**config.mk**
```make
export PLATFORM = sky130hd
export DESIGN_NAME = ff_excitation_gen
export DESIGN_NICKNAME = d
export VERILOG_FILES = /design/src/rtl/ff_excitation_gen.sv
export SDC_FILE = /design/constraint.sdc
export NUM_CORES = 1
export LEC_CHECK = 0
export CAP_MARGIN = 10
export CORE_MARGIN = 1
export CORE_UTILIZATION = 35
export CTS_BUF_LIST = sky130_fd_sc_hd__clkbuf_4 sky130_fd_sc_hd__clkbuf_8
export CTS_CLUSTER_SIZE = 25
export DETAILED_ROUTE_END_ITERATION = 7
export GPL_TIMING_DRIVEN = 0
export PLACE_DENSITY = 0.66
export REMOVE_ABC_BUFFERS = 1
export SKIP_LAST_GASP = 1
export SYNTH_ARGS = -nofsm -noshare
export SYNTH_HDL_FRONTEND = slang
export SYNTH_SLANG_ARGS = --single-unit
```
**constraint.sdc**
```tcl
create_clock -name clk -period 2.2 [get_ports clk]
set_clock_uncertainty 0.15 [all_clocks]
set_input_delay 0.66 -clock clk [delete_from_list [all_inputs] [get_ports clk]]
set_output_delay 0.66 -clock clk [all_outputs]
set_load 0.02 [all_outputs]
```
**src/rtl/ff_excitation_gen.sv**
```systemverilog
// Excitation encoder for SR/JK/T/D flops: buffers desired next-state bits and drives S/R, J/K, T or D.
// Define FF_EXC_FB_CHECK_EN to enable the q_fb check pipeline, mismatch pulse and err_cnt.
module ff_excitation_gen #(
  parameter int DEPTH = 4,
  parameter int CNT_W = 8
) (
  input  logic             clk,
  input  logic             rst_n,
  input  logic [1:0]       mode,
  input  logic             exc_en,
  input  logic             tgt_valid,
  input  logic             tgt_bit,
  output logic             tgt_ready,
  output logic             exc_a,
  output logic             exc_b,
  input  logic             q_fb,
  output logic             busy,
  output logic             mismatch,
  output logic [CNT_W-1:0] err_cnt
);

  localparam int AW = $clog2(DEPTH);
  localparam logic [AW:0] FULL_CNT = (AW + 1)'(DEPTH);

  typedef enum logic [1:0] {
    MODE_SR = 2'b00,
    MODE_JK = 2'b01,
    MODE_T  = 2'b10,
    MODE_D  = 2'b11
  } mode_e;

  logic          mem_q [DEPTH];
  logic [AW-1:0] wr_ptr_q, wr_ptr_d;
  logic [AW-1:0] rd_ptr_q, rd_ptr_d;
  logic [AW:0]   count_q, count_d;
  logic          q_model_q, q_model_d;
  mode_e         active_mode_q, active_mode_d;
  logic          exc_a_q, exc_a_d;
  logic          exc_b_q, exc_b_d;

  logic full, empty, push, pop, head_bit, pipe_busy, idle;

  assign full      = (count_q == FULL_CNT);
  assign empty     = (count_q == '0);
  assign push      = tgt_valid && !full;
  assign pop       = exc_en && !empty;
  assign head_bit  = mem_q[rd_ptr_q];
  assign idle      = empty && !pipe_busy;
  assign tgt_ready = !full;
  assign busy      = !empty || pipe_busy;
  assign exc_a     = exc_a_q;
  assign exc_b     = exc_b_q;

  always_ff @(posedge clk) begin
    if (push) begin
      mem_q[wr_ptr_q] <= tgt_bit;
    end
  end

  always_comb begin
    wr_ptr_d = wr_ptr_q;
    rd_ptr_d = rd_ptr_q;
    count_d  = count_q;
    if (push) begin
      wr_ptr_d = wr_ptr_q + AW'(1);
    end
    if (pop) begin
      rd_ptr_d = rd_ptr_q + AW'(1);
    end
    case ({push, pop})
      2'b10:   count_d = count_q + (AW + 1)'(1);
      2'b01:   count_d = count_q - (AW + 1)'(1);
      default: count_d = count_q;
    endcase
  end

  // Mode is only sampled when nothing is queued or in flight, so every
  // issued bit is encoded and checked under one consistent flop type.
  always_comb begin
    active_mode_d = active_mode_q;
    if (idle) begin
      active_mode_d = mode_e'(mode);
    end
  end

  always_comb begin
    exc_a_d   = 1'b0;
    exc_b_d   = 1'b0;
    q_model_d = q_model_q;
    if (pop) begin
      q_model_d = head_bit;
      case (active_mode_q)
        MODE_SR, MODE_JK: begin
          exc_a_d = !q_model_q && head_bit;
          exc_b_d = q_model_q && !head_bit;
        end
        MODE_T:  exc_a_d = q_model_q ^ head_bit;
        MODE_D:  exc_a_d = head_bit;
        default: exc_a_d = 1'b0;
      endcase
    end else if (active_mode_q == MODE_D) begin
      exc_a_d = q_model_q;
    end
  end

  always_ff @(posedge clk or negedge rst_n) begin
    if (!rst_n) begin
      wr_ptr_q      <= '0;
      rd_ptr_q      <= '0;
      count_q       <= '0;
      q_model_q     <= 1'b0;
      active_mode_q <= MODE_SR;
      exc_a_q       <= 1'b0;
      exc_b_q       <= 1'b0;
    end else begin
      wr_ptr_q      <= wr_ptr_d;
      rd_ptr_q      <= rd_ptr_d;
      count_q       <= count_d;
      q_model_q     <= q_model_d;
      active_mode_q <= active_mode_d;
      exc_a_q       <= exc_a_d;
      exc_b_q       <= exc_b_d;
    end
  end

`ifdef FF_EXC_FB_CHECK_EN
  // Stage 0 is loaded at the pop edge; stage 1 lines up with the edge
  // after the downstream flop has taken the excitation.
  logic [1:0]       chk_vld_q, chk_vld_d;
  logic [1:0]       chk_exp_q, chk_exp_d;
  logic             mismatch_q, mismatch_d;
  logic [CNT_W-1:0] err_cnt_q, err_cnt_d;

  assign pipe_busy = |chk_vld_q;
  assign mismatch  = mismatch_q;
  assign err_cnt   = err_cnt_q;

  always_comb begin
    chk_vld_d  = {chk_vld_q[0], pop};
    chk_exp_d  = {chk_exp_q[0], head_bit};
    mismatch_d = chk_vld_q[1] && (q_fb != chk_exp_q[1]);
    err_cnt_d  = err_cnt_q;
    if (mismatch_d && (err_cnt_q != {CNT_W{1'b1}})) begin
      err_cnt_d = err_cnt_q + CNT_W'(1);
    end
  end

  always_ff @(posedge clk or negedge rst_n) begin
    if (!rst_n) begin
      chk_vld_q  <= '0;
      chk_exp_q  <= '0;
      mismatch_q <= 1'b0;
      err_cnt_q  <= '0;
    end else begin
      chk_vld_q  <= chk_vld_d;
      chk_exp_q  <= chk_exp_d;
      mismatch_q <= mismatch_d;
      err_cnt_q  <= err_cnt_d;
    end
  end
`else
  logic unused_q_fb;

  assign unused_q_fb = q_fb;
  assign pipe_busy   = 1'b0;
  assign mismatch    = 1'b0;
  assign err_cnt     = '0;
`endif

endmodule

```
Word level (Yosys, flattened, before mapping). Memory sizes are Yosys's and may differ from the RTL's. Index checks and enable logic that the tools add are counted.

Output and inout port bits: 13. Bits in writable memories: 4. Register bits after elaboration: 12. Memories kept: 1.

$add $sub $neg: 4. Reductions and logical operators: 12. Muxes and demuxes: 8. Eq/ne operators: 6. Bitwise gates (word level): 1.

Memory list: mem_q (words 4, width 1, read ports 1, clocked after memory_dff 0, wr ports 1, line 32) `logic mem_q [DEPTH];`.

Operator list (number): $eq 2x2->1 const B (3); $mux 1 (6); $pmux 3 s2 (1); $add 2x1->2 const B (2); $eq 2x1->1 const B (2); $logic_and 1x1->1 (4); $logic_not 1->1 (4); $add 3x1->3 const B (1); $eq 3x3->1 const B (1); $logic_not 3->1 (1); $pmux 1 s3 (1); $sub 3x1->3 const B (1); $logic_not 2->1 (1); $reduce_bool 2->1 (1); $reduce_or 2->1 (1); $xor 1x1->1 (1).

Depth between registers and ports, before layout.
Depth in word-level cells: 5. Gate-level depth with buffers: 9.

Worst setup path after synthesis. OpenSTA, ideal clock, no wires.

Kind: flip-flop to flip-flop. Start point: register count_q[0]. End point: register count_q[2]. Required time: 1.971 ns. Path slack: -0.063 ns. Clock period less this slack: 2.263 ns. Arrival time: 2.033 ns. Stages on the path, launching flop included: 10. Library setup time: 0.079 ns. Cell sequence: dfrtp_1 or3b_4 and2_4 inv_1 ha_1 inv_1 fa_1 xor2_1 nor2_1 xor2_1.

Word-level cells in the longest chain between the ends: 5. Elaborated cells between the ends (all ways): 12. Classes of those cells: 2 x add/sub; 3 x eq/ne; 1 x mux; 6 x reduce/logical.

RTL lines: from (decl) (line 35) `logic [AW:0] count_q, count_d;`; from (signal assigned) (line 118) `count_q <= count_d;`; $eq 3x3->1 (*) (line 43) `assign full = (count_q == FULL_CNT);`; $logic_not 1->1 (*); via tgt_ready (line 13) `output logic tgt_ready,`; $logic_and 1x1->1 (*) (line 45) `assign push = tgt_valid && !full;`; $eq 2x1->1 or $eq 2x2->1 (tied branches) (line 70) `case ({push, pop})`; $pmux 3 s2 or $reduce_bool 2->1 (tied branches).

The timed path passes the listed nets; every way through them passes the cells marked *. A chain may end at the register's enable or synchronous reset.

Worst setup path after layout.
Start point: register count_q[1]. End point: register count_q[2].

Word-level cells in the longest chain between the ends: 5. Elaborated cells between the ends (all ways): 12. Classes of those cells: 2 x add/sub; 3 x eq/ne; 1 x mux; 6 x reduce/logical.

RTL lines (line): $eq 3x3->1 or $logic_not 3->1 (tied branches) (43, 44); $logic_not 1->1, on equally long branches (45, 46); $logic_and 1x1->1, on equally long branches (45, 46); $eq 2x1->1 or $eq 2x2->1 (tied branches) (70); $pmux 3 s2 or $reduce_bool 2->1 (tied branches).

Several ways; a longest one is shown, not always the timed one.

==> impl_results.md <==
* Slew margin rel. at 61.74%
* Final setup viols at 0
* CTS tree: done
* Worst Setup EP: count_q[2]$_DFFE_PN0P_
* CP Cell Sequence: or3b_4 > and2_4 > inv_2 > ha_4 > inv_2 > fa_2 > xor2_1 > nor2_1 > xor2_1
* RSZ-0062 raised after global routing: true
* Levels on crit path at 9
* Library cells used by synthesis at 24
* Yosys reg bits at 16
* CP max stage cell: or3b_4
* H-tree levels at 1
* ANT cells at 0
* DP HPWL at about 920 µm
* Routed vias at ~550
* Clock Path Buffers at 2
* Starting density of the core at 38.29%
* Crit. End Element: flop
* Row count at 17
* WP buf/inv at 2
* CP startpoint kind: flop
* Largest stage delay on the critical path at 430 ps
* Int Pwr at 840.7 µW
* GPL Wtd Cong at 0.6595
* Remaining antenna violation count at 0
* DRC at 0
* Pins Over Slew Limit at 0
* Critical path's top delay family: simple AND/OR/NAND/NOR gates
* CTS Sinks at 16
* Worst hold margin at 340.0 ps
* DRT iter0 DRCs at 7
* Clock transition at path regs at roughly 100 ps
* Die area at 2718 µm²
* 1st-pass router iterations at 3
* Fin crit period at roughly 2100 ps
* Area Growth Syn to Fin at 21.48%
* Worst-Skew Late Latency at 280 ps
* Worst r2r src: count_q[1]$_DFFE_PN0P_
* Hold crit path type: flop to flop
* Gr ovfl total at 0
* Period utilization at 97.58%
* Yosys warns at 0
* Arr. time, crit path at 2210 ps
* Port buffer count at 10
* Power Total at between 1000 and 1500 µW
* Endpoints failing hold at 0
* Average size of a mapped cell at 11.42 µm²
* Core area at 2297 µm²
* Clk root buf: clkbuf_4
* Synthesized area at a little under 900 µm²
* Status: finished, final reports clean
* Gr usage total at 11.06%
* Power share of the clock group at between 10 and 15%
* Pwr dens at 1271 nW/µm²
* Combinational share of power at 50.1%
* Die W at 52.13 µm
* DR vias/cell at roughly 4.5
* WL/cell at 11.10 µm
* Non-filler cells, final at 123
* Worst reg2reg path endpoint: count_q[2]$_DFFE_PN0P_
* Layout Nets at around 110
* Worst-margin pin slew at 572.1 ps
* Peak supply drop at roughly 0.00045 V
* CP startpoint: count_q[1]$_DFFE_PN0P_
* Switching Share at a little under two fifths
* R2R depth at 9
* Fmax at approximately 470 MHz
* R2R setup slack at around 53 ps
* Post-Synthesis Cells at 77
* Sequential group share of total power at 38.5%
* Maxcap violations at 0
* P_leak at 0.0005116 µW
* Setup CP Type: flop to flop
* Post-synthesis sequential area ratio at 47.80%
* Fin Setup TNS at 0 ps
* Post-Layout Inst Area at 1069 µm²
* Crit path required time at 2260 ps
* DP Area at 973.4 µm²
* CTS Buf Count at 3
* Maximum number of pins on one net before global-route repair at 13
* Switching pwr at 517.0 µW
* I/O pin count at 21
* First-pass GRT wire length at approximately 2100 µm
* Layout cells sized above 1 at 27.37%
* Placed cell count at 113
* Vias in the first global route at approximately 530
* Routed wire length at 1365 µm
* Maximum fanout along the worst path at 6
* Initial antenna violation count at 0
* Post-cts hold buffer count at 0
* Die H at 52.13 µm
==> worst min path at each step <==
stage | end | cells after the start | slack [ps] | start
after global routing | rd_ptr_q[1]$_DFFE_PN0P_ | 1 | 380 | rd_ptr_q[1]$_DFFE_PN0P_
after detailed placement | rd_ptr_q[1]$_DFFE_PN0P_ | 1 | 330 | rd_ptr_q[1]$_DFFE_PN0P_
final | rd_ptr_q[1]$_DFFE_PN0P_ | 1 | 340 | rd_ptr_q[1]$_DFFE_PN0P_
after floorplan | active_mode_q[0]$_DFFE_PN0P_ | 0 | 210 | rst_n
after CTS | rd_ptr_q[1]$_DFFE_PN0P_ | 1 | 340 | rd_ptr_q[1]$_DFFE_PN0P_
after global placement | rd_ptr_q[1]$_DFFE_PN0P_ | 1 | 320 | rd_ptr_q[1]$_DFFE_PN0P_
==> worst reg2reg max path, delay by kind of cell (launching register included) <==
| kind | cells | cell delay [ps] |
|---|---|---|
| and+or+nand+nor | 3 | 710 |
| adders and majority gates | 2 | 460 |
| buffers and inverters | 2 | 100 |
| DFF | 1 | 390 |
| xor gates and xnor gates | 2 | 290 |
==> layout by cell type, fill, tap and decap left out, drive strengths merged, types with 2 or more instances in the layout <==
cell	instances
xnor2	3
clkbuf	3
xor2	3
a31oi	2
o21ai	3
buf	8
edfxtp	4
clkdlybuf4s50	7
conb	9
ha	7
and3	4
inv	9
nand2	8
dfrtp	12
==> Yosys cell counts <==
cell type   n  area (µm²)
dfrtp_1    12       300.3
buf_4       9       67.56
inv_1       9       33.78
nand2_1     8       30.03
ha_1        7       87.58
and3_2      4       30.03
edfxtp_1    4       120.1
o21ai_0     3       15.01
xnor2_1     3       26.28
xor2_1      3       26.28
a31oi_1     2       12.51
and2_4      1       8.760
and3b_1     1       8.760
clkbuf_1    1       3.750
conb_1      1       3.750
fa_1        1       20.02
mux2_4      1       15.01
mux2i_1     1       10.01
mux4_2      1       22.52
nor2_1      1       3.750
nor3_1      1       5.000
o211ai_1    1       7.510
o31a_2      1       10.01
or3b_4      1       11.26
==> layout make-up <==
type / instances / area (µm²)
multi-input combinational: 50 / 417.9
inverter: 9 / 33.78
sequential: 16 / 421.7
timing repair buffer: 16 / 133.9
fill: 212 / 1229
clock buffer: 3 / 22.52
clock inverter: 1 / 3.754
tap: 28 / 35.03
==> sequential cells by signal, indices dropped and copies added (netlist names) <==
register       cells
q_model_q          1
active_mode_q      2
exc_b              1
mem_q              4
wr_ptr_q           2
exc_a              1
rd_ptr_q           2
count_q            3
==> timing repair <==
action                                  4_1_cts  5_1_grt
buffers inserted                              6        0
endpoints found under the setup margin        3        2
pin swaps                                     5        3
hold endpoints to repair                      0        0
gates resized for setup                      16        2
==> power groups by stage <==
stage          registers (µW)  logic (µW)  clock network (µW)
2_1_floorplan             538         409                   0
6_report                  522         680                 155
5_1_grt                   542         767                 171
3_3_place_gp              542         538                   0
3_5_place_dp              546         560                   0
4_1_cts                   522         672                 158
==> routing by layer <==
metal	share of wire [%]	track usage (%)	routed length (µm)	vias to the layer above
met3	3.5	1.754	48	2
li1	-	-	-	270
met1	40	10.40	549	272
met2	55	22.44	755	10
met5	0	0	0	-
met4	0.88	5.263	12	0
==> cells by family after synthesis <==
family | Yosys count | synth area share, %
xor+xnor | 6 | 5.975
mux | 3 | 5.405
compound gates | 7 | 5.121
other cells | 1 | 0.4263
flops | 16 | 47.80
simple gates | 17 | 11.09
buf+inv | 19 | 11.95
fa+ha+maj | 8 | 12.23
==> stage by stage <==
step | worst slack [ps] | utilization, %
after floorplan | -61.85 | -
after global placement | -430.0 | 42.37
after detailed placement | -468.2 | 42.37
after CTS | -27.62 | 46.51
after global routing | -47.56 | 46.51
final | 53.17 | 46.51
Note: power is estimated with default switching activity, not from simulation.
